===== src/rtl/rough_opt_pkg.sv =====
// Shared types and sizes for the rough_opt SPI master/slave peripheral.
package rough_opt_pkg;

  localparam int unsigned MEM_DEPTH = 8;
  localparam int unsigned DATA_W    = 8;
  localparam int unsigned ADDR_W    = $clog2(MEM_DEPTH);
  localparam int unsigned BIT_W     = $clog2(DATA_W);

  // Operating mode, encoded as {enable, strans}
  typedef enum logic [1:0] {
    MODE_IDLE   = 2'b00,
    MODE_MASTER = 2'b01,
    MODE_MEM    = 2'b10,
    MODE_SLAVE  = 2'b11
  } mode_e;

  // Master serializer states
  typedef enum logic [1:0] {
    MST_IDLE  = 2'b00,
    MST_SHIFT = 2'b01,
    MST_DONE  = 2'b10
  } mst_state_e;

  // Register file write request
  typedef struct packed {
    logic              en;
    logic [ADDR_W-1:0] addr;
    logic [DATA_W-1:0] data;
  } wr_req_t;

  function automatic mode_e decode_mode(input logic en, input logic st);
    return mode_e'({en, st});
  endfunction

endpackage


===== src/rtl/rough_opt_regfile.sv =====
// 8x8 register file: one synchronous write port, one combinational read port.
// Contents are deliberately not reset.
module rough_opt_regfile
  import rough_opt_pkg::*;
(
  input  logic              clk,
  input  wr_req_t           wr_i,
  input  logic [ADDR_W-1:0] raddr_i,
  output logic [DATA_W-1:0] rdata_c_o
);

  logic [DATA_W-1:0] mem_q [MEM_DEPTH];

  // Write port
  always_ff @(posedge clk) begin
    if (wr_i.en) begin
      mem_q[wr_i.addr] <= wr_i.data;
    end
  end

  assign rdata_c_o = mem_q[raddr_i];

endmodule


===== src/rtl/rough_opt.sv =====
// SPI master/slave peripheral with a parallel-loaded 8x8 register file.
// MEM mode loads/reads the file, MASTER streams it out, SLAVE fills it.
module rough_opt
  import rough_opt_pkg::*;
(
  input  logic              clk,
  input  logic              rst,
  input  logic              enable,
  input  logic              strans,
  input  logic              read_write_,
  input  logic [DATA_W-1:0] data,
  input  logic [ADDR_W-1:0] madd,
  output logic [DATA_W-1:0] out,
  input  logic              miso,
  output logic              mosi,
  output logic              mclk,
  output logic              cs,
  output logic              Miso,
  input  logic              Mosi,
  input  logic              Mclk,
  input  logic              Cs
);

  mode_e             mode_c;
  wr_req_t           wr_c;
  wr_req_t           slv_wr_c;
  logic [ADDR_W-1:0] raddr_c;
  logic [DATA_W-1:0] rdata_c;

  // Master state
  mst_state_e        mst_state_q, mst_state_d;
  logic [BIT_W-1:0]  mst_bit_q, mst_bit_d, mst_bit_nx;
  logic [ADDR_W-1:0] mst_addr_q, mst_addr_d, mst_addr_nx;
  logic              mst_phase_q, mst_phase_d;
  logic              cs_q, cs_d, mclk_q, mclk_d, mosi_q, mosi_d;

  // Slave state
  logic [1:0]        mclk_sync_q, mosi_sync_q, cs_sync_q;
  logic              mclk_prev_q;
  logic              mclk_s, mosi_s, cs_s, mclk_rise_c, mclk_fall_c;
  logic [BIT_W-1:0]  slv_bit_q, slv_bit_d;
  logic [DATA_W-1:0] slv_sh_q, slv_sh_d;
  logic [ADDR_W-1:0] waddr_q, waddr_d;
  logic              smiso_q, smiso_d;

  // Parallel read data
  logic [DATA_W-1:0] out_q, out_d;

  // miso is reserved for a future full-duplex master
  logic unused_miso;
  assign unused_miso = miso;

  assign mode_c = decode_mode(enable, strans);

  rough_opt_regfile u_regfile (
    .clk       (clk),
    .wr_i      (wr_c),
    .raddr_i   (raddr_c),
    .rdata_c_o (rdata_c)
  );

  // Master look-ahead: the bit/address that goes out after the current one
  always_comb begin
    mst_bit_nx  = mst_bit_q - BIT_W'(1);
    mst_addr_nx = (mst_bit_q == '0) ? mst_addr_q + ADDR_W'(1) : mst_addr_q;
  end

  // Single read port shared by the modes, which never overlap
  always_comb begin
    raddr_c = '0;
    case (mode_c)
      MODE_MEM:    raddr_c = madd;
      MODE_MASTER: raddr_c = (mst_state_q == MST_SHIFT) ? mst_addr_nx : mst_addr_q;
      MODE_SLAVE:  raddr_c = waddr_q;
      default:     raddr_c = '0;
    endcase
  end

  // Write port: parallel write in MEM mode, otherwise the slave assembler
  always_comb begin
    wr_c = slv_wr_c;
    if (mode_c == MODE_MEM && !read_write_) begin
      wr_c.en   = 1'b1;
      wr_c.addr = madd;
      wr_c.data = data;
    end
  end

  // Parallel read register; holds when not reading
  always_comb begin
    out_d = out_q;
    if (mode_c == MODE_MEM && read_write_) begin
      out_d = rdata_c;
    end
  end

  // Master next-state: two clk cycles per bit, mclk low then high
  always_comb begin
    mst_state_d = mst_state_q;
    mst_bit_d   = mst_bit_q;
    mst_addr_d  = mst_addr_q;
    mst_phase_d = mst_phase_q;
    cs_d        = cs_q;
    mclk_d      = mclk_q;
    mosi_d      = mosi_q;
    if (mode_c != MODE_MASTER) begin
      mst_state_d = MST_IDLE;
      mst_bit_d   = '0;
      mst_addr_d  = '0;
      mst_phase_d = 1'b0;
      cs_d        = 1'b1;
      mclk_d      = 1'b0;
      mosi_d      = 1'b0;
    end else begin
      case (mst_state_q)
        MST_IDLE: begin
          mst_state_d = MST_SHIFT;
          mst_bit_d   = BIT_W'(DATA_W - 1);
          mst_addr_d  = '0;
          mst_phase_d = 1'b1;
          cs_d        = 1'b0;
          mclk_d      = 1'b0;
          mosi_d      = rdata_c[DATA_W-1];
        end
        MST_SHIFT: begin
          if (mst_phase_q) begin
            mclk_d      = 1'b1;
            mst_phase_d = 1'b0;
          end else if (mst_bit_q == '0 && mst_addr_q == ADDR_W'(MEM_DEPTH - 1)) begin
            mst_state_d = MST_DONE;
            mst_bit_d   = '0;
            mst_addr_d  = '0;
            cs_d        = 1'b1;
            mclk_d      = 1'b0;
            mosi_d      = 1'b0;
          end else begin
            mclk_d      = 1'b0;
            mst_phase_d = 1'b1;
            mst_bit_d   = mst_bit_nx;
            mst_addr_d  = mst_addr_nx;
            mosi_d      = rdata_c[mst_bit_nx];
          end
        end
        MST_DONE: begin
          mst_state_d = MST_DONE;
        end
        default: begin
          mst_state_d = MST_IDLE;
        end
      endcase
    end
  end

  // Master state register
  always_ff @(posedge clk or posedge rst) begin
    if (rst) begin
      mst_state_q <= MST_IDLE;
      mst_bit_q   <= '0;
      mst_addr_q  <= '0;
      mst_phase_q <= 1'b0;
      cs_q        <= 1'b1;
      mclk_q      <= 1'b0;
      mosi_q      <= 1'b0;
    end else begin
      mst_state_q <= mst_state_d;
      mst_bit_q   <= mst_bit_d;
      mst_addr_q  <= mst_addr_d;
      mst_phase_q <= mst_phase_d;
      cs_q        <= cs_d;
      mclk_q      <= mclk_d;
      mosi_q      <= mosi_d;
    end
  end

  // Two-flop synchronizers for the slave link plus Mclk edge history
  always_ff @(posedge clk or posedge rst) begin
    if (rst) begin
      mclk_sync_q <= 2'b00;
      mosi_sync_q <= 2'b00;
      cs_sync_q   <= 2'b11;
      mclk_prev_q <= 1'b0;
    end else begin
      mclk_sync_q <= {mclk_sync_q[0], Mclk};
      mosi_sync_q <= {mosi_sync_q[0], Mosi};
      cs_sync_q   <= {cs_sync_q[0], Cs};
      mclk_prev_q <= mclk_sync_q[1];
    end
  end

  assign mclk_s      = mclk_sync_q[1];
  assign mosi_s      = mosi_sync_q[1];
  assign cs_s        = cs_sync_q[1];
  assign mclk_rise_c = mclk_s & ~mclk_prev_q;
  assign mclk_fall_c = ~mclk_s & mclk_prev_q;

  // Slave next-state: shift in on Mclk rise, drive Miso on Mclk fall.
  // While idle the MSB of the current byte is pre-driven so it is valid
  // before the first rising edge.
  always_comb begin
    slv_bit_d = slv_bit_q;
    slv_sh_d  = slv_sh_q;
    waddr_d   = waddr_q;
    smiso_d   = smiso_q;
    slv_wr_c  = '0;
    if (mode_c != MODE_SLAVE) begin
      slv_bit_d = '0;
      slv_sh_d  = '0;
      smiso_d   = 1'b0;
    end else if (cs_s) begin
      slv_bit_d = '0;
      slv_sh_d  = '0;
      smiso_d   = rdata_c[DATA_W-1];
    end else if (mclk_rise_c) begin
      slv_sh_d = {slv_sh_q[DATA_W-2:0], mosi_s};
      if (slv_bit_q == BIT_W'(DATA_W - 1)) begin
        slv_wr_c.en   = 1'b1;
        slv_wr_c.addr = waddr_q;
        slv_wr_c.data = slv_sh_d;
        waddr_d       = waddr_q + ADDR_W'(1);
        slv_bit_d     = '0;
      end else begin
        slv_bit_d = slv_bit_q + BIT_W'(1);
      end
    end else if (mclk_fall_c) begin
      smiso_d = rdata_c[BIT_W'(DATA_W - 1) - slv_bit_q];
    end else if (slv_bit_q == '0 && !mclk_s) begin
      smiso_d = rdata_c[DATA_W-1];
    end
  end

  // Slave and parallel-read state register
  always_ff @(posedge clk or posedge rst) begin
    if (rst) begin
      slv_bit_q <= '0;
      slv_sh_q  <= '0;
      waddr_q   <= '0;
      smiso_q   <= 1'b0;
      out_q     <= '0;
    end else begin
      slv_bit_q <= slv_bit_d;
      slv_sh_q  <= slv_sh_d;
      waddr_q   <= waddr_d;
      smiso_q   <= smiso_d;
      out_q     <= out_d;
    end
  end

  assign out  = out_q;
  assign mosi = mosi_q;
  assign mclk = mclk_q;
  assign cs   = cs_q;
  assign Miso = smiso_q;

endmodule


===== config.mk =====
export PLATFORM = sky130hd
export DESIGN_NAME = rough_opt
export DESIGN_NICKNAME = d
export VERILOG_FILES = /design/src/rtl/rough_opt_pkg.sv /design/src/rtl/rough_opt_regfile.sv /design/src/rtl/rough_opt.sv
export SDC_FILE = /design/constraint.sdc
export NUM_CORES = 1
export LEC_CHECK = 0
export ABC_AREA = 1
export BUFFER_PORTS_ARGS = -buffer_cell sky130_fd_sc_hd__buf_2
export CORE_ASPECT_RATIO = 0.75
export CORE_MARGIN = 3
export CORE_UTILIZATION = 55
export DETAILED_ROUTE_END_ITERATION = 8
export GPL_ROUTABILITY_DRIVEN = 0
export GPL_TIMING_DRIVEN = 0
export MAX_ROUTING_LAYER = met4
export PLACE_DENSITY = 0.73
export SLEW_MARGIN = 20
export SYNTH_ARGS = -nofsm -noshare
export SYNTH_HDL_FRONTEND = slang
export SYNTH_HIERARCHICAL = 1
export SYNTH_SLANG_ARGS = --single-unit
export TNS_END_PERCENT = 10

===== constraint.sdc =====
create_clock -name clk -period 2.6 [get_ports clk]
set_input_delay 0.13 -clock clk [delete_from_list [all_inputs] [get_ports clk]]
set_output_delay 0.13 -clock clk [all_outputs]
set_load 0.01 [all_outputs]

==> qor.txt, run 1 <==
Lkg Pwr: 2.83 nW
total design power: 0.00384 W
total gr overflow: 0
IO Pins: 32
1st-pass router iterations: 5
top-area cell type share of the netlist area: 37.9%
post-route minimum period: 2.51 ns
Initial Util: 58.3%
Inserted Clock Buffers: 9
Cell Count, Final, Fillers Out: 717
Site Rows: 29
Tot GR Track Use: 23.9%
fmax: 399 MHz
Synth area leader: edfxtp_1
Max Slew Vio Count: 0
Synth Flop Type: edfxtp_1
pwr dens: 641 mW/mm2
share of layout cells above drive strength 1: 20.2%
CTS clock-pin slew for the worst setup and hold paths: 0.07 ns
Worst-Skew Late Latency: 0.35 ns
Placed Cells: 687
Final period util: 96.4%
First DRT Iteration DRCs: 346
top fanout value on the critical path: 8
DR vias/cell: 5.43
antenna violations before repair: 0
Final Skew: 0.00764 ns
CTS tree: yes
Setup TNS: 0 ns
Slew HR: 35.6%
IO buf count: 30
Die X: 117 um
most common cell after layout, fill and taps aside: nand2_1
Startpoint Class: register
Critical Path Sink Type: register
CTS Root Cell: clkbuf_16
Seq/Total Area, Yosys: 58.2%
routed wire length per instance: 15.7 um
Worst Max-Slew Pin Slew: 0.958 ns
number of global-route vias before repair: 3,634
nets@finish: 635
endpoints failing setup: 0
syn_nets: 579
register bit count reported by yosys: 105
RSZ-0062 raised after global routing: yes
Unique masters post-synth: 31
Area contributors post-synth: edfxtp_1 38%, dfrtp_1 19%, nand2_1 12%, inv_1 7.3%, nand3_1 6.2%
commonest non-fill, non-tap cells in the layout: 156 x nand2_1, 95 x inv_1, 64 x edfxtp_1
Max Root-Sink Buffers: 2
status: complete, no violations
CTS Sinks: 105
Critical Path RT: 2.59 ns
ys async rst share: 39.0%
worst slack at placement: -0.379 ns
die area: 0.0104 mm2
Crit Path Category: register to register
critical path arrival: 2.49 ns
VDD IR max: 0.000612 V
setup ws final: 0.0940 ns
Util after Layout: 68.8%
# diodes: 0
Ys Warns: 6
Final ANT Viol Nets: 0
Die H: 89.2 um
largest net degree at the start of global routing: 36
HP Class: input pin to register
post-DP HPWL: 7840 um
Core Footprint: 0.00871 mm2
routed wire length: 11,300 um
final hold vios: 0
area delta synth->final: 18.2%
Post-Synthesis Cell Area: 0.00507 mm2
EDFF count, synth: 64
# DRC: 0
Max Cap Viol: 0
vias: 3,890
Synth Area per Inst: 9.26 um2
CTS HTree Levels: 3
Gate Count Post-Synth: 548
first-pass GRT wire length: 18,000 um
## registers in the layout (all words and copies together), names as in the netlist, 2 cells and up
signal and count:
mst_state_q 2, slv_bit_q 3, cs_sync_q 2, mst_addr_q 3, mst_bit_q 3, waddr_q 3
u_regfile/mem_q 64, mclk_sync_q 2, slv_sh_q 7, mosi_sync_q 2, out 8
## metrics by stage
step | hold WS, ns | area, um2
after detailed placement | 0.0335 | 5380
after floorplan | 0.134 | 5070
after global routing | 0.192 | 5990
after global placement | 0.238 | 5360
final | 0.174 | 5990
after CTS | 0.155 | 5800
## layout make-up
class	count	area, um2
flip-flops and latches	105	2950
multi-input cells	326	1740
well taps	108	135
clock inverters	4	35.0
inverters	104	405
clock buffers	12	300
plain buffers	13	126
repair buffers	45	303
fillers	646	2710
## where the power goes
| part | internal [W] | total, W | leakage, nW | switching, W |
|---|---|---|---|---|
| clock network | 0.000835 | 0.00145 | 0.159 | 0.000613 |
| registers | 0.00183 | 0.00186 | 0.971 | 0.0000299 |
| logic | 0.000219 | 0.000536 | 1.70 | 0.000316 |
| total | 0.00288 | 0.00384 | 2.83 | 0.000960 |
## final timing paths
check,from,end,slack (ns),depth (start not counted)
min in group asynchronous,rst,mclk_sync_q[0],0.21,3
hold reg to reg,mosi_sync_q[0],mosi_sync_q[1],0.36,0
setup reg to reg,slv_bit_q[0],u_regfile/mem_q[1][3],0.09,6
max in group asynchronous,rst,cs,1.91,4
hold / removal,strans,mst_state_q[0],0.17,3
setup / recovery,slv_bit_q[0],u_regfile/mem_q[1][3],0.09,6
## timing repair
action                                  CTS  global route
setup buffers                             1             8
resized for setup                        14            30
hold endpoints to repair                 41             0
endpoints found under the setup margin   10            68
pin swaps                                 0             3
gates cloned                              0             1
hold buffers                              4             0
## synth_stat cells, types with 2 or more instances
cell / instances
buf_4: 3
nor2_2: 2
o21a_1: 2
nor2_1: 23
o2111ai_1: 3
ha_1: 11
mux2_2: 7
nor2_4: 2
nand2_2: 3
a22oi_1: 3
inv_1: 99
buf_2: 4
o21ai_0: 24
a21oi_1: 2
nand3_1: 63
buf_6: 6
nand2_1: 165
dfrtp_1: 38
xnor2_1: 2
o22ai_1: 5
dfstp_2: 3
edfxtp_1: 64
inv_2: 2
o31ai_1: 5
## worst max-delay path: stages (launching register included)
cell	delay, ns
dfrtp_1	0.52
ha_1	0.25
ha_1	0.17
inv_1	0.06
o32ai_1	0.37
nand2_1	0.27
nor2_2	0.51
## cells by family (layout without fill, tap and decap cells)
group	after synthesis	after routing	synth area share, %
simple gates	259	259	21.6
buf+inv	117	178	9.94
flops	105	105	58.2
compound gates	46	46	5.50
fa+ha+maj	11	11	2.71
mux	7	7	1.55
xor+xnor	3	3	0.518
## metal layers
| layer | vias to the layer above | wire (um) | global-route usage, % | share of wire (%) |
|---|---|---|---|---|
| met4 | 0 | 250 | 8.96 | 2.2 |
| met3 | 24 | 861 | 5.95 | 7.6 |
| met1 | 1839 | 5110 | 33.2 | 45 |
| met2 | 149 | 5070 | 34.0 | 45 |
| met5 | - | 0 | - | 0 |
| li1 | 1878 | - | - | - |
Note: power is estimated with default switching activity, not from simulation.
==> run 2, diff against run 1 <==
Settings changed: CTS_BUF_LIST set to sky130_fd_sc_hd__clkbuf_8 sky130_fd_sc_hd__clkbuf_16, SLEW_MARGIN 20 to 25.
==> run 2 against run 1 <==
Fmax shrank 0.25%; clock-buffer cell count did not move; flip-flop and latch count is the same; clock power about the same; highest routed layer unchanged; cell area is 0.86% lower; die area did not move; largest power group unchanged; combinational power fell by 3.9%; final cell count fell by 0.28%; clock skew fell by 0.0014 ns; first-iteration DRC count increased by 18%; critical path type unchanged.
==> qor.txt, run 2 (synthesized netlist as in run 1, its figures left out) <==
Worst Max-Slew Pin Slew: 0.984 ns
most common cell after layout, fill and taps aside: nand2_1
Site Rows: 29
commonest non-fill, non-tap cells in the layout: 157 x nand2_1, 95 x inv_1, 64 x edfxtp_1
nets@finish: 633
flip-flop count of the largest register after layout: 64
final hold vios: 0
share of layout cells above drive strength 1: 19.4%
cell family with most CP delay: simple AND/OR/NAND/NOR gates
Final ANT Viol Nets: 0
routed wire length: 11,300 um
routed wire length per instance: 15.8 um
First DRT Iteration DRCs: 407
Slew HR: 33.9%
Crit Path Category: register to register
die area: 0.0104 mm2
Max Cap Viol: 0
cell area after placement: 0.00538 mm2
crit-path max cell delay: 0.39 ns
WHS: 0.177 ns
# diodes: 0
area delta synth->final: 17.1%
pwr dens: 643 mW/mm2
post-route minimum period: 2.51 ns
total gr overflow: 0
IO buf count: 30
reg2reg start: mst_bit_q[0]
post-DP HPWL: 7870 um
Max Slew Vio Count: 0
fmax: 398 MHz
Worst R2R End: mosi
Core Footprint: 0.00871 mm2
Largest Register: u_regfile/mem_q
Critical Path Sink Type: register
status: complete, no violations
vias: 3,887
HP Class: input pin to register
Initial Util: 58.3%
top fanout value on the critical path: 8
Design Area, Final: 0.00594 mm2
CTS clock-pin slew for the worst setup and hold paths: 0.07 ns
Die X: 117 um
number of global-route vias before repair: 3,610
critical path arrival: 2.80 ns
endpoints failing setup: 0
CP endpoint: mosi
CTS tree: yes
CP max-delay cell: dfrtp_1
VDD IR max: 0.000444 V
CTS HTree Levels: 3
antenna violations before repair: 0
Buffers & Inverters on Critical Path: 4
# DRC: 0
fillcell total: 667
DR vias/cell: 5.44
WP depth: 19
first-pass GRT wire length: 17,800 um
CTS Root Cell: clkbuf_16
Startpoint Class: register
Critical Path RT: 2.88 ns
setup ws final: 0.0878 ns
Final period util: 96.6%
1st-pass router iterations: 5
CTS Sinks: 105
largest net degree at the start of global routing: 33
Final Skew: 0.00622 ns
Lkg Pwr: 2.81 nW
total design power: 0.00382 W
Inserted Clock Buffers: 9
IO Pins: 32
Critical Path, Cell by Cell: inv_2 > ha_2 > ha_4 > nand2_1 > o21ai_2 > o2111ai_2 > buf_6 > inv_4 > buf_6 > nand3_1 > nand2_1 > nand2_1 > nand2_2 > nand2_1 > nand3_1 > nand2_1 > nand2_1 > nand3_1 > a21oi_2
worst slack at placement: -0.376 ns
Die H: 89.2 um
Worst Setup SP: mst_bit_q[0]
Worst-Skew Late Latency: 0.36 ns
RSZ-0062 raised after global routing: yes
Tot GR Track Use: 23.7%
flop-to-flop setup slack: 0.09 ns
crit-path most repeated cell: nand2_1
R2R cell count: 19
Max Root-Sink Buffers: 2
==> run 2: final cells by class <==
cell class	count	area [um2]	area share, %
flip-flops and latches	105	2950	49.7
multi-input cells	326	1710	28.7
inverters	104	400	6.74
clock buffers	12	300	5.05
repair buffers	43	274	4.61
plain buffers	13	141	2.38
well taps	108	135	2.27
clock inverters	4	35.0	0.589
==> run 2: per-stage QoR <==
stage               util, %  TNS (ns)  cells
floorplan                 -         0    548
detailed placement     61.8     -1.06    687
global placement       61.5    -0.522    686
global route           68.2    -0.194    715
finish                 68.2         0    715
CTS                    66.7         0    709
==> run 2: routing by layer <==
metal,up-vias,part of all wire (%),global-route usage [%]
met5,-,0,-
met4,0,2.5,9.58
met3,39,7.6,5.95
met2,176,44,34.4
met1,1800,45,32.2
li1,1872,-,-
==> run 2: power breakdown <==
group          internal [W]  leakage [nW]  switching (W)
logic              0.000207          1.68       0.000308
registers           0.00183         0.972      0.0000304
clock network      0.000834         0.159       0.000617
==> run 2: how the worst min path moves through the flow <==
stage	startpoint	to	slack (ns)	cells past startpoint
detailed placement	rst	mclk_sync_q[0]	0.06	2
CTS	strans	mst_state_q[0]	0.16	3
floorplan	Cs	cs_sync_q[0]	0.13	0
global route	strans	mst_state_q[0]	0.19	3
finish	strans	mst_state_q[0]	0.18	3
global placement	Cs	cs_sync_q[0]	0.24	1
==> run 2: timing repair <==
action	CTS	global route
hold endpoints to repair	43	0
gates resized for setup	15	27
cloned	1	0
setup endpoints to repair	13	50
setup buffers	1	6
hold buffers	4	0
pin swaps	0	3
==> run 2: worst reg2reg max path: cells and delay by family (launching register included) <==
kind / cells / cell delay, ns
fa+ha+maj: 2 / 0.40
flops: 1 / 0.39
compound gates: 3 / 0.35
buf+inv: 4 / 0.52
simple gates: 10 / 0.78
